[src/rtl/ones4_pad_tx.sv]
// ones4_pad_tx: 2-bit symbol framer that pads each frame so its total 1-count is 0 mod 4.
// Optional completed-frame counter port frame_cnt enabled by defining ONES4_FRAME_CNT_EN.
module ones4_pad_tx #(
  parameter bit FORCE_TRAILER = 1'b0,
  parameter int FRAME_CNT_W   = 16
) (
  input  logic                   clk,
  input  logic                   rst,
  input  logic [1:0]             in_data,
  input  logic                   in_valid,
  input  logic                   in_last,
  output logic                   in_ready,
  output logic [1:0]             out_data,
  output logic                   out_valid,
  output logic                   out_last,
  input  logic                   out_ready,
  output logic                   busy
`ifdef ONES4_FRAME_CNT_EN
  ,
  output logic [FRAME_CNT_W-1:0] frame_cnt
`endif
);
  typedef enum logic [1:0] {PASS, PAD_A, PAD_B} state_t;
  state_t     state_q, state_d;
  logic [1:0] rem_q, rem_d, data_q, data_d, r;
  logic       valid_q, valid_d, last_q, last_d, out_free;
  function automatic logic [1:0] pc(input logic [1:0] s);
    return {s[1] & s[0], s[1] ^ s[0]};
  endfunction
  assign out_free  = !valid_q || out_ready;
  assign in_ready  = (state_q == PASS) && out_free;
  assign out_data  = data_q;
  assign out_valid = valid_q;
  assign out_last  = last_q;
  assign busy      = (state_q != PASS) || (rem_q != 2'd0) || (valid_q && !last_q);
  assign r         = rem_q + pc(in_data);
  always_comb begin
    state_d = state_q;
    rem_d   = rem_q;
    data_d  = data_q;
    last_d  = last_q;
    valid_d = valid_q && !out_ready;
    if (state_q == PASS && in_valid && out_free) begin
      data_d  = in_data;
      valid_d = 1'b1;
      last_d  = in_last && (r == 2'd0) && !FORCE_TRAILER;
      rem_d   = r;
      state_d = (in_last && !last_d) ? PAD_A : PASS;
    end else if (state_q == PAD_A && out_free) begin
      // rem=1 needs 3 more ones: 11 now, 01 from PAD_B
      valid_d = 1'b1;
      data_d  = (rem_q == 2'd1 || rem_q == 2'd2) ? 2'b11 : (rem_q == 2'd3) ? 2'b01 : 2'b00;
      last_d  = rem_q != 2'd1;
      rem_d   = {1'b0, rem_q == 2'd1};
      state_d = (rem_q == 2'd1) ? PAD_B : PASS;
    end else if (state_q == PAD_B && out_free) begin
      valid_d = 1'b1;
      data_d  = 2'b01;
      last_d  = 1'b1;
      rem_d   = 2'd0;
      state_d = PASS;
    end
  end
  always_ff @(posedge clk or posedge rst) begin
    if (rst) begin
      state_q <= PASS;
      rem_q   <= 2'd0;
      data_q  <= 2'b00;
      valid_q <= 1'b0;
      last_q  <= 1'b0;
    end else begin
      state_q <= state_d;
      rem_q   <= rem_d;
      data_q  <= data_d;
      valid_q <= valid_d;
      last_q  <= last_d;
    end
  end
`ifdef ONES4_FRAME_CNT_EN
  always_ff @(posedge clk or posedge rst) begin
    if (rst) frame_cnt <= '0;
    else if (valid_q && out_ready && last_q) frame_cnt <= frame_cnt + 1'b1;
  end
`endif
endmodule

[config.mk]
export PLATFORM = sky130hd
export DESIGN_NAME = ones4_pad_tx
export DESIGN_NICKNAME = d
export VERILOG_FILES = /design/src/rtl/ones4_pad_tx.sv
export SDC_FILE = /design/constraint.sdc
export NUM_CORES = 1
export LEC_CHECK = 0
export CAP_MARGIN = 20
export CORE_AREA = 2 2 42 44
export CTS_BUF_LIST = sky130_fd_sc_hd__clkbuf_8
export DETAILED_ROUTE_END_ITERATION = 7
export DIE_AREA = 0 0 44 46
export PLACE_DENSITY = 0.62
export SLEW_MARGIN = 20
export SYNTH_ARGS = -nofsm -noshare
export SYNTH_HDL_FRONTEND = slang
export SYNTH_SLANG_ARGS = --single-unit
[constraint.sdc]
create_clock -name clk -period 1.7 [get_ports clk]
set_input_delay 0.51 -clock clk [delete_from_list [all_inputs] [get_ports clk]]
set_output_delay 0.51 -clock clk [all_outputs]
set_load 0.005 [all_outputs]
==> results.json <==
{
  "combPwrFrac_pct": 59.3,
  "clockBufferDepth": 2,
  "die_w_um": 44,
  "clk_pin_slew_ns": 0.04,
  "synth-seq-cells": 8,
  "drt_iter0_markers": 13,
  "p_int_mw": 0.911,
  "r2r-start": "rem_q[0]",
  "rows": 15,
  "status": "finished clean",
  "fin_crit_sh_pct": 97.3,
  "antenna_found_initial": 0,
  "die_h_um": 46,
  "maxSlewHeadroom_pct": 77.6,
  "final_nets": 93,
  "reg2reg_depth": 6,
  "finClkSkew_ns": 0.00708,
  "cts_tree": "done",
  "holdCritPathClass": "reg2reg",
  "viasPerCell": 4.80,
  "fin_crit_ns": 1.65,
  "fillers": 158,
  "worstPathMaxFanout": 2,
  "r2r-end": "out_last",
  "seqPwrFrac_pct": 24.6,
  "cp_top_family": "flip-flops",
  "antenna_left": 0,
  "cp.depth": 4,
  "grt_use_total_pct": 12.7,
  "initial_utilization_pct": 31.7,
  "crit_required_ns": 1.19,
  "first_pass_iters": 4,
  "post-route-util_pct": 50.0,
  "cts_root_buf": "clkbuf_8",
  "syn_nets": 66,
  "cts.htree.levels": 1,
  "end_kind": "output port",
  "drc": 0,
  "ys.warnings.count": 0,
  "worst-path-buf-inv": 2,
  "arrival_ns": 1.14,
  "overflow": 0,
  "clkSinkCount": 8,
  "crit_end": "busy",
  "layout-drive-gt1-share_pct": 34.2,
  "final-setup-viol-count": 0,
  "cellLeakagePower_nw": 0.396,
  "hold_violations": 0,
  "post_synth.cell_area_avg_um2": 9.48,
  "criticalPathCategory": "reg2out",
  "p_sw_share_pct": 34.7,
  "grt_pass1_wl_um": 1830,
  "io_buffers": 12,
  "startpoint_type": "register",
  "synthesis.area_um2": 512,
  "routedWlPerCell_um": 11.8,
  "insertion_delay_ns": 0.23,
  "yosysUniqueCellTypes": 25,
  "hpwlAfterDp_um": 897,
  "wl_um": 1130,
  "die-area_um2": 2020,
  "slowest_delay_ns": 0.37,
  "syn_inst": 54,
  "p_clk_share_pct": 16.1,
  "area_delta_synth_final_pct": 57.7,
  "crit_slowest_cell": "dfrtp_1",
  "path_cells": "inv_1, ha_4, nand3_1, dlygate4sd2_1",
  "hold_ws_ns": 0.474,
  "vias": 461,
  "critPathLaunch": "rem_q[1]",
  "finalWeightedCongestion": 0.765,
  "tightest_slew_ns": 0.336,
  "vdd_drop_max_uv": 698,
  "ios": 13,
  "grt_setup_unrepaired": "no",
  "grt_max_degree": 9,
  "cts_made_buffers": 3,
  "slew_violations": 0,
  "maxCapViolations": 0,
  "pwr_density_cell_nw_per_um2": 1730,
  "max_freq_mhz": 605,
  "p_switching_mw": 0.485,
  "grt_pass1_vias": 429,
  "yosysSeqAreaShare_pct": 39.1,
  "diodes": 0,
  "core-area_um2": 1610,
  "r2r_slack_ns": 0.26
}
cells by family (layout without fill, tap and decap cells):
logic type                 Yosys count  after routing  share of synthesized area (%)
and+or+nand+nor                     20             20                           20.5
DFF                                  8              8                           39.1
xor gates and xnor gates             2              2                           3.42
AOI/OAI and AO/OA                   12             12                           17.4
adders and majority gates            5              5                           12.2
buffers and inverters                7             32                           7.34
registers in the layout (all words and copies together) (netlist names):
name and cells:
out_last 1, out_data 2, state_q 2, out_valid 1, rem_q 2
layer usage:
metal  global-route usage (%)  wire length, µm  up-vias
met5                        0                0        -
met4                     5.45               26        0
met3                     3.57               51        2
met2                     19.7              493        9
met1                     16.5              560      212
li1                         -                -      238
how the worst min path moves through the flow:
stage	from	endpoint	depth (start not counted)
global route	out_data[1]	out_data[1]	1
finish	out_data[1]	out_data[1]	1
floorplan	rst	out_data[0]	1
detailed placement	out_data[1]	out_data[1]	1
global placement	out_data[1]	out_data[1]	1
CTS	out_data[1]	out_data[1]	1
worst reg2reg max path, delay by kind of cell (launching register included):
kind	cells	cell delay, ns
xor+xnor	2	0.34
fa+ha+maj	1	0.17
buf+inv	1	0.14
compound gates	2	0.28
flops	1	0.38
through the flow:
| step | instances | power (mW) | worst slack, ns | area, µm² | setup TNS (ns) |
|---|---|---|---|---|---|
| final | 96 | 1.40 | 0.0459 | 807 | 0 |
| after global routing | 96 | 1.53 | 0.000823 | 807 | 0 |
| after CTS | 95 | 1.38 | 0.000215 | 782 | 0 |
| after detailed placement | 92 | 1.15 | -0.526 | 724 | -2.41 |
| after global placement | 92 | 1.14 | -0.495 | 724 | -2.26 |
| after floorplan | 54 | 0.784 | 0.0104 | 519 | 0 |
layout make-up:
type / instances / area, µm² / share of cell area (%)
Multi-Input combinational cell: 39 / 317 / 39.2
Timing Repair Buffer: 24 / 209 / 25.9
Sequential cell: 8 / 200 / 24.8
Clock buffer: 3 / 41.3 / 5.12
Tap cell: 17 / 21.3 / 2.64
Inverter: 5 / 18.8 / 2.33
synth_stat cells:
cell      instances  area (µm²)
inv_1             5        18.8
o22a_1            1        8.76
a221o_1           1        10.0
nor3_1            2        10.0
nor2b_1           1        6.26
a222oi_1          1        10.0
nor2_2            2        12.5
nand2_1           3        11.3
nand3_1           1        5.00
nand2b_1          3        18.8
a22o_1            2        17.5
buf_6             1        11.3
o211ai_1          1        7.51
or2b_1            1        7.51
or2_2             1        6.26
o21ai_0           2        10.0
and3_1            2        12.5
ha_1              5        62.6
a21oi_1           2        10.0
nor2_1            4        15.0
a21o_1            1        7.51
xnor2_1           2        17.5
a22oi_1           1        7.51
dfrtp_1           8         200
buf_4             1        7.51
power by group through the flow:
stage | sequential (mW) | clock [mW] | combinational [mW]
global placement | 0.339 | 0 | 0.798
floorplan | 0.350 | 0 | 0.435
finish | 0.343 | 0.225 | 0.828
global route | 0.357 | 0.241 | 0.927
CTS | 0.341 | 0.232 | 0.802
detailed placement | 0.343 | 0 | 0.807
cells in the final DEF (no fill, tap or decap), types with 2 or more instances in the layout:
cell type,n
clkbuf_8,3
dfrtp_1,8
dlymetal6s2s_1,2
nor2_1,4
nor2_2,2
nand2_1,3
clkdlybuf4s50_1,5
a21oi_1,2
nor3_1,2
ha_1,2
buf_4,12
nand2b_1,3
a22o_1,2
inv_1,4
dlygate4sd2_1,2
ha_4,2
what timing repair did:
action | CTS | global route
setup endpoints to repair | 5 | 4
hold buffers | 0 | 0
buffers inserted | 0 | 1
pin swaps | 6 | 3
gates resized for setup | 17 | 5
Power figures use the tool's default switching activity.
